<file path="src/rtl/maxpool_pkg.sv">
`default_nettype none
// ============================================================================
//  Module      : maxpool_pkg
//  Description : Shared types, widths and helpers for the max-pool transfer
//                block (state encoding, index width, double max compare).
//  Revision    : 1.0  initial release
// ============================================================================
package maxpool_pkg;

    // Width of every memory index (channel / y / x) on both memory sides.
    localparam int INDEX_W = 16;

    // Width of the IEEE-754 double pattern handled by dbl_max.
    localparam int DBL_W = 64;

    // Transfer sequencer states.
    typedef enum logic [2:0] {
        IDLE    = 3'd0,
        ISSUE   = 3'd1,
        CAPTURE = 3'd2,
        WRITE   = 3'd3,
        DONE    = 3'd4
    } pool_state_t;

    // Larger of two non-negative doubles. For values >= +0.0 the IEEE bit
    // pattern orders the same way as the value, so a plain unsigned compare
    // is exact. On a tie the first argument (the earlier sample) is kept.
    function automatic logic [DBL_W-1:0] dbl_max(
        input logic [DBL_W-1:0] a,
        input logic [DBL_W-1:0] b
    );
        return (b > a) ? b : a;
    endfunction

endpackage
`default_nettype wire

</file>
<file path="src/rtl/pool_window_counter.sv">
`default_nettype none
// ============================================================================
//  Module      : pool_window_counter
//  Description : Nested ch/oy/ox/ky/kx counter walking every pooling window
//                of every channel. 'step' advances inside a window,
//                'next_window' moves to the next output element.
//  Revision    : 1.0  initial release
// ============================================================================
module pool_window_counter
    import maxpool_pkg::*;
#(
    parameter int NUM_CHANNELS = 1,
    parameter int OUTPUT_DIM   = 2,
    parameter int POOL_DIM     = 2
) (
    input  logic               clk,
    input  logic               rst,
    input  logic               clear,
    input  logic               step,
    input  logic               next_window,
    output logic [INDEX_W-1:0] ch,
    output logic [INDEX_W-1:0] oy,
    output logic [INDEX_W-1:0] ox,
    output logic [INDEX_W-1:0] ky,
    output logic [INDEX_W-1:0] kx,
    output logic               win_last,
    output logic               all_last
);

    localparam logic [INDEX_W-1:0] c_CH_LAST = INDEX_W'(NUM_CHANNELS - 1);
    localparam logic [INDEX_W-1:0] c_O_LAST  = INDEX_W'(OUTPUT_DIM - 1);
    localparam logic [INDEX_W-1:0] c_K_LAST  = INDEX_W'(POOL_DIM - 1);

    logic [INDEX_W-1:0] r_ch;
    logic [INDEX_W-1:0] r_oy;
    logic [INDEX_W-1:0] r_ox;
    logic [INDEX_W-1:0] r_ky;
    logic [INDEX_W-1:0] r_kx;

    // Counter update: clear on start, window tap advance, or output advance.
    always_ff @(posedge clk) begin
        if (rst || clear) begin
            r_ch <= '0;
            r_oy <= '0;
            r_ox <= '0;
            r_ky <= '0;
            r_kx <= '0;
        end else if (next_window) begin
            // Output position advances x fastest, then y, then channel.
            r_ky <= '0;
            r_kx <= '0;
            if (r_ox != c_O_LAST) begin
                r_ox <= r_ox + 1'b1;
            end else begin
                r_ox <= '0;
                if (r_oy != c_O_LAST) begin
                    r_oy <= r_oy + 1'b1;
                end else begin
                    r_oy <= '0;
                    r_ch <= (r_ch != c_CH_LAST) ? r_ch + 1'b1 : '0;
                end
            end
        end else if (step) begin
            if (r_kx != c_K_LAST) begin
                r_kx <= r_kx + 1'b1;
            end else begin
                r_kx <= '0;
                r_ky <= (r_ky != c_K_LAST) ? r_ky + 1'b1 : '0;
            end
        end
    end

    // Status flags and count outputs.
    always_comb begin
        ch       = r_ch;
        oy       = r_oy;
        ox       = r_ox;
        ky       = r_ky;
        kx       = r_kx;
        win_last = (r_kx == c_K_LAST) && (r_ky == c_K_LAST);
        all_last = (r_ch == c_CH_LAST) && (r_oy == c_O_LAST) && (r_ox == c_O_LAST);
    end

endmodule
`default_nettype wire

</file>
<file path="src/rtl/maxpool_transfer.sv">
`default_nettype none
// ============================================================================
//  Module      : maxpool_transfer
//  Description : On a rising edge of src_valid, reads every POOL_DIM x
//                POOL_DIM window of the upstream output memory, writes the
//                window maximum into the next layer's activation memory, then
//                pulses dst_compute / done for one cycle.
//  Revision    : 1.0  initial release
// ============================================================================
module maxpool_transfer
    import maxpool_pkg::*;
#(
    parameter string NAME         = "MAXPOOL_TRANSFER_DEFAULT_NAME",
    parameter int    NUM_CHANNELS = 1,
    parameter int    INPUT_DIM    = 4,
    parameter int    POOL_DIM     = 2,
    parameter int    DATA_SIZE    = 64,
    parameter int    OUTPUT_DIM   = INPUT_DIM / POOL_DIM,
    parameter int    DEBUG        = 0
) (
    input  logic                 clk,
    input  logic                 rst,
    input  logic                 src_valid,
    output logic [INDEX_W-1:0]   src_read_index [2:0],
    input  logic [DATA_SIZE-1:0] src_read_data,
    output logic                 dst_want_write_act,
    output logic [INDEX_W-1:0]   dst_act_index2,
    output logic [INDEX_W-1:0]   dst_act_index1,
    output logic [INDEX_W-1:0]   dst_act_index0,
    output logic [DATA_SIZE-1:0] dst_write_data_act,
    output logic                 dst_compute,
    output logic                 busy,
    output logic                 done
);

    localparam logic [INDEX_W-1:0] c_POOL = INDEX_W'(POOL_DIM);

    pool_state_t          r_state;
    pool_state_t          w_next_state;
    logic                 r_src_valid_q;
    logic [DATA_SIZE-1:0] r_max;

    logic                 w_trigger;
    logic                 w_clear;
    logic                 w_step;
    logic                 w_next_window;
    logic                 w_win_last;
    logic                 w_all_last;
    logic                 w_first_tap;
    logic [INDEX_W-1:0]   w_ch;
    logic [INDEX_W-1:0]   w_oy;
    logic [INDEX_W-1:0]   w_ox;
    logic [INDEX_W-1:0]   w_ky;
    logic [INDEX_W-1:0]   w_kx;
    logic [INDEX_W-1:0]   w_src_y;
    logic [INDEX_W-1:0]   w_src_x;

    // Window / output position walker.
    pool_window_counter #(
        .NUM_CHANNELS (NUM_CHANNELS),
        .OUTPUT_DIM   (OUTPUT_DIM),
        .POOL_DIM     (POOL_DIM)
    ) u_counter (
        .clk         (clk),
        .rst         (rst),
        .clear       (w_clear),
        .step        (w_step),
        .next_window (w_next_window),
        .ch          (w_ch),
        .oy          (w_oy),
        .ox          (w_ox),
        .ky          (w_ky),
        .kx          (w_kx),
        .win_last    (w_win_last),
        .all_last    (w_all_last)
    );

    // Source coordinates of the current tap; 16-bit wrap is never reached
    // because OUTPUT_DIM * POOL_DIM <= INPUT_DIM.
    always_comb begin
        w_src_y     = (w_oy * c_POOL) + w_ky;
        w_src_x     = (w_ox * c_POOL) + w_kx;
        w_first_tap = (w_ky == '0) && (w_kx == '0);
        w_trigger   = src_valid && !r_src_valid_q;
    end

    // State register and src_valid history for rising-edge detection.
    always_ff @(posedge clk) begin
        if (rst) begin
            r_state       <= IDLE;
            r_src_valid_q <= 1'b0;
        end else begin
            r_state       <= w_next_state;
            r_src_valid_q <= src_valid;
        end
    end

    // Running window maximum: first tap loads, later taps keep the larger.
    always_ff @(posedge clk) begin
        if (rst) begin
            r_max <= '0;
        end else if (r_state == CAPTURE) begin
            r_max <= w_first_tap ? src_read_data : dbl_max(r_max, src_read_data);
        end
    end

    // Next-state decode and all outputs; the read index is held through
    // CAPTURE so both registered and combinational-read memories work.
    always_comb begin
        w_next_state       = r_state;
        w_clear            = 1'b0;
        w_step             = 1'b0;
        w_next_window      = 1'b0;
        src_read_index[2]  = '0;
        src_read_index[1]  = '0;
        src_read_index[0]  = '0;
        dst_want_write_act = 1'b0;
        dst_act_index2     = '0;
        dst_act_index1     = '0;
        dst_act_index0     = '0;
        dst_write_data_act = '0;
        dst_compute        = 1'b0;
        done               = 1'b0;
        busy               = (r_state != IDLE);

        case (r_state)
            IDLE: begin
                if (w_trigger) begin
                    w_clear      = 1'b1;
                    w_next_state = ISSUE;
                end
            end
            ISSUE: begin
                src_read_index[2] = w_ch;
                src_read_index[1] = w_src_y;
                src_read_index[0] = w_src_x;
                w_next_state      = CAPTURE;
            end
            CAPTURE: begin
                src_read_index[2] = w_ch;
                src_read_index[1] = w_src_y;
                src_read_index[0] = w_src_x;
                if (w_win_last) begin
                    w_next_state = WRITE;
                end else begin
                    w_step       = 1'b1;
                    w_next_state = ISSUE;
                end
            end
            WRITE: begin
                dst_want_write_act = 1'b1;
                dst_act_index2     = w_ch;
                dst_act_index1     = w_oy;
                dst_act_index0     = w_ox;
                dst_write_data_act = r_max;
                w_next_window      = 1'b1;
                w_next_state       = w_all_last ? DONE : ISSUE;
            end
            DONE: begin
                dst_compute  = 1'b1;
                done         = 1'b1;
                w_next_state = IDLE;
            end
            default: begin
                w_next_state = IDLE;
            end
        endcase
    end

endmodule
`default_nettype wire

</file>
<file path="config.mk">
export PLATFORM = sky130hd
export DESIGN_NAME = maxpool_transfer
export DESIGN_NICKNAME = d
export VERILOG_FILES = /design/src/rtl/maxpool_pkg.sv /design/src/rtl/pool_window_counter.sv /design/src/rtl/maxpool_transfer.sv
export SDC_FILE = /design/constraint.sdc
export NUM_CORES = 1
export LEC_CHECK = 0
export ABC_CLOCK_PERIOD_IN_PS = 5750
export BUFFER_PORTS_ARGS = -buffer_cell sky130_fd_sc_hd__buf_2
export CORE_MARGIN = 2
export CORE_UTILIZATION = 50
export DETAILED_ROUTE_END_ITERATION = 8
export PLACE_DENSITY = 0.74
export SLEW_MARGIN = 5
export SYNTH_ARGS = -nofsm -noshare
export SYNTH_HDL_FRONTEND = slang
export SYNTH_SLANG_ARGS = --single-unit
</file>
<file path="constraint.sdc">
create_clock -name clk -period 5.75 [get_ports clk]
set_clock_uncertainty 0.2 [all_clocks]
set_input_delay 0.575 -clock clk [delete_from_list [all_inputs] [get_ports clk]]
set_output_delay 0.575 -clock clk [all_outputs]
set_load 0.01 [all_outputs]
</file>
; After elaboration in Yosys (flattened, before gate mapping)
; Cells that the tools add are included.
[op_classes]
n_bitwise = 3
n_eq_ne = 13
n_mul = 0
n_addsub = 7
div_mod_pow = 0
n_reduce_logical = 20
shifts = 0
muxes = 22
order_cmp = 1
[op_table]
columns = operator, count
row1 = 64-bit two-way mux, 3
row2 = 16-bit two-way mux, 8
row3 = 16-bit by 1-bit adder with 16-bit output (second input constant), 5
row4 = 16-bit by 1-bit == test with 1-bit output (second input constant), 4
row5 = 64-bit greater-than comparator, 1
row6 = 16-bit by 1-bit != test with 1-bit output (second input constant), 4
row7 = 16-bit logical NOT, 3
row8 = 48-bit two-way mux, 1
row9 = 16-bit adder, 2
row10 = 16-bit nonzero test, 1
row11 = 3-bit case mux with 4 select lines, 1
row12 = 3-bit by 2-bit == test with 1-bit output (second input constant), 2
row13 = 1-bit two-way mux, 6
row14 = 3-bit two-way mux, 2
row15 = 2-bit AND reduction, 3
row16 = 1-bit logical AND, 5
row17 = 2-bit OR reduction, 2
row18 = 3-bit by 1-bit == test with 1-bit output (second input constant), 1
row19 = 3-bit == test (second input constant), 1
row20 = 3-bit logical NOT, 1
row21 = 1-bit inverter, 3
row22 = 3-bit AND reduction, 1
row23 = 3-bit nonzero test, 1
row24 = 2-bit two-way mux, 1
row25 = 4 further kinds, 4
[word_totals]
ff_bits = 148
rom_bits = 0
memories = 0
ram_bits = 0
latch_bits = 0

; Depth between registers and ports, before layout
[logic_depth]
depth_word = 6
ltp_mapped = 11
depth_no_buf = 10

; By module
; A second synthesis with hierarchy kept.
[hier_totals]
hier_cells = 1370
area_unflattened_um2 = 11039.3
[by_module_without_submodules]
columns = mod, n_inst, cells_each, seq_area_each_um2, area_each_um2
row1 = maxpool_transfer, 1, 890, 1361.3, 7040.5
row2 = pool_window_counter, 1, 480, 1601.5, 3998.8

; Least setup slack after synthesis
; No wires, ideal clock.
[synth_path]
kind = register -> output
from = register u_counter.r_ox[0] (netlist: u_counter.ox[0])
to = output port src_read_index[11] in the netlist's numbering
path_slack_ps = 2689
stages_incl_launch_ff = 11
arrival_ps = 2286
cell_sequence = dfxtp_1 -> ha_1 -> inv_1 -> fa_1 -> nor2b_1 -> o21ai_0 -> a21boi_0 -> o21a_1 -> a21oi_1 -> o21ai_0 -> mux2i_1
[synth_lines]
columns = element, line_no
row1 = start: declaration, pool_window_counter.sv:36  ; logic [INDEX_W-1:0] r_ox;
row2 = start signal: assignment, pool_window_counter.sv:53  ; r_ox <= r_ox + 1'b1;
row3 = end: declaration, maxpool_transfer.sv:24  ; output logic [INDEX_W-1:0] src_read_index [2:0],

==> flow_summary.json <==
{
  "clkTransAtPathRegs_ns": 0.06,
  "grt_max_degree": 79,
  "grtUsageTotal_pct": 24.25,
  "drtIter0Drc": 465,
  "async_reset_ff_share_pct": 0,
  "vias_per_cell": 5.365,
  "final_util_pct": 60.91,
  "timing.critical_path.slowest_cell_delay_ns": 0.75,
  "fmaxAchievable_mhz": 248.3,
  "numPortBuffers": 230,
  "arrival_ns": 3.25,
  "htree_levels": 4,
  "die-height_um": 148.8,
  "synth.ff_latch_count": 148,
  "synth-seq-area-share_pct": 28.26,
  "num-nets-final": 1696,
  "vias": 9722,
  "syn_area_sq_mm": 0.01048,
  "ant_nets": 0,
  "cap_violations": 0,
  "clkSinkCount": 148,
  "worstHoldStart": "src_valid",
  "power.density_mw_per_mm2": 196.1,
  "status": "completed",
  "rows": 52,
  "synth-main-ff-cell": "dfxtp_1",
  "boundaryPins": 231,
  "coreArea_sq_mm": 0.02043,
  "setup.worst_path.end_class": "output pin",
  "ir_worst_vdd_v": 0.0001890,
  "final_cells": 1812,
  "die_x_um": 148.8,
  "wire_per_inst_um": 14.88,
  "yosysWarnings": 0,
  "syn_inst": 1318,
  "dp.cells": 1774,
  "syn-num-nets": 1491,
  "path_buf_inv": 1,
  "root_buffer": "clkbuf_16",
  "crit_path_frequent_cell": "a21o_1",
  "start_kind": "flop",
  "grt_pass1_wl_mm": 43.70,
  "hpwl_mm": 20.13,
  "period_share_pct": 70.05,
  "fin_crit_ns": 4.028,
  "tightest_slew_ns": 0.9382,
  "setup_violations": 0,
  "setup_tns_ns": 0,
  "grt_pass1_vias": 9078,
  "hold_buffers": 0,
  "crit_family": "compound AO/OA/AOI/OAI gates",
  "clk_path_buf_depth": 2,
  "required_ns": 4.97,
  "critPathKind": "reg -> out",
  "synth_cell_types": 57,
  "remaining_drc_errors": 0,
  "die-area_sq_mm": 0.02214,
  "max-slew-margin-rel_pct": 35.84,
  "drive_gt1_share_pct": 18.42,
  "initial_utilization_pct": 51.31,
  "cts_tree": "yes",
  "wl_mm": 26.96,
  "overflow": 0,
  "hp-class": "in -> reg",
  "grt_antenna_before_repair": 4,
  "drtPass1Iterations": 7,
  "worstSkewPairLatency_ns": 0.43,
  "synth_edf_count": 0,
  "syn2layout_area_growth_pct": 18.70,
  "worstPathMaxFanout": 6,
  "leakage_nw": 5.297,
  "cts_buffers": 17,
  "syn_avg_cell_area_sq_um": 7.953,
  "crit-reg2reg-launch": "u_counter.ky[10]",
  "crit_chain": "ha_1 > a21o_1 > a21o_1 > a21o_1 > a2111oi_0 > o31ai_1 > xnor2_1 > nor2_1 > buf_2",
  "cts_setup_buffers": 0,
  "startpoint": "u_counter.ox[8]",
  "holdWs_ns": 0.1742,
  "cts-resized-gates": 0,
  "rsz0062_at_grt": "false",
  "slowest_stage": "a2111oi_0",
  "place_congestion": 0.8839,
  "finalHoldViolCount": 0,
  "drv_slew": 0
}
-- synthesized netlist by cell type, types with 3 or more instances --
library cell    n  area share, %
or2_2           3           0.18
mux2i_1        68            6.5
and2_1         61            3.6
or3_1          19            1.1
o21a_1          5           0.36
nand4_1        38            2.3
nand2_1        61            2.2
nor2_1        175            6.3
ha_1          104             12
nand2b_1      138            8.2
and3_1         18            1.1
clkbuf_1       43            1.5
nor3_1         20           0.95
inv_1          98            3.5
nor2b_1         8           0.48
buf_4           8           0.57
and4_1          7           0.58
nand3_1        32            1.5
nor4_1         20            1.2
o21ai_0        38            1.8
a31oi_1         3           0.18
xor2_1         38            3.2
xnor2_1        34            2.8
a21oi_1        62            3.0
a41oi_1         3           0.25
a211oi_1        8           0.57
nor3b_1         4           0.29
a21o_1         16            1.1
dfxtp_1       148             28
-- routing by layer --
metal  global-route usage [%]  wire length (um)
met5                        0                 0
met4                    8.524               607
met3                    3.823              1328
met2                    40.02             12480
met1                    32.34             12540
-- registers in the layout (all words and copies together) (netlist names) --
signal and count:
r_state 3, u_counter.oy 16, u_counter.ch 16, r_max 64
u_counter.ox 16, u_counter.ky 16, r_src_valid_q 1, u_counter.kx 16
-- final cells by class --
cell class                      count  area (sq um)
Fill cell                        1842          7986
Multi-Input combinational cell   1020          6940
Sequential cell                   148          2963
Timing Repair Buffer              238          1224
Clock buffer                       20         466.7
Inverter                           98         367.9
Tap cell                          270         337.8
Clock inverter                     12         128.9
Antenna cell                        6         15.01
-- power breakdown --
part	internal [mW]	switching [mW]	leakage [nW]
Sequential	1.04	0.0112	1.20
Combinational	0.109	0.156	3.81
Clock	0.673	0.448	0.288
Total	1.83	0.615	5.30
-- cells in the final DEF, fill, tap and decap left out, types with 61 or more instances in the layout --
cell type	netlist	routed
a21oi_1	62	61
and2_1	61	61
buf_2	1	230
dfxtp_1	148	148
ha_1	104	104
inv_1	98	98
mux2i_1	68	68
nand2_1	61	61
nand2b_1	138	138
nor2_1	175	175
-- worst paths after layout --
check                                     endpoint  slack, ns  cells past startpoint
worst max-delay path            src_read_index[14]       1.72                      9
worst min-delay path                 r_src_valid_q       0.17                      2
worst max register to register           r_max[49]       2.20                      8
worst min register to register           r_max[58]       0.27                      2
-- worst register-to-register path, stage by stage (launching register included) --
cell,delay [ns]
dfxtp_1,0.37
nor4_1,0.40
nand4_1,0.25
nor3b_1,0.50
o21a_1,0.22
nand2_1,0.08
o21ai_4,0.79
buf_12,0.40
mux2i_1,0.26
-- stage by stage --
stage,power (mW),worst slack (ns),cell area (sq um)
3_5_place_dp,1.342,1.921,11830
3_3_place_gp,1.334,2.030,11830
2_1_floorplan,1.255,2.689,10480
4_1_cts,2.462,1.759,12430
5_1_grt,2.535,1.528,12440
6_report,2.441,1.722,12440
-- logic make-up after synthesis --
| kind of cell | after synthesis | synth area share, % |
|---|---|---|
| mux | 68 | 6.493 |
| xor+xnor | 72 | 6.016 |
| fa+ha+maj | 106 | 12.80 |
| buf+inv | 150 | 5.670 |
| compound gates | 158 | 9.251 |
| simple gates | 616 | 31.51 |
| flops | 148 | 28.26 |
(Power assumes the default switching activity.)
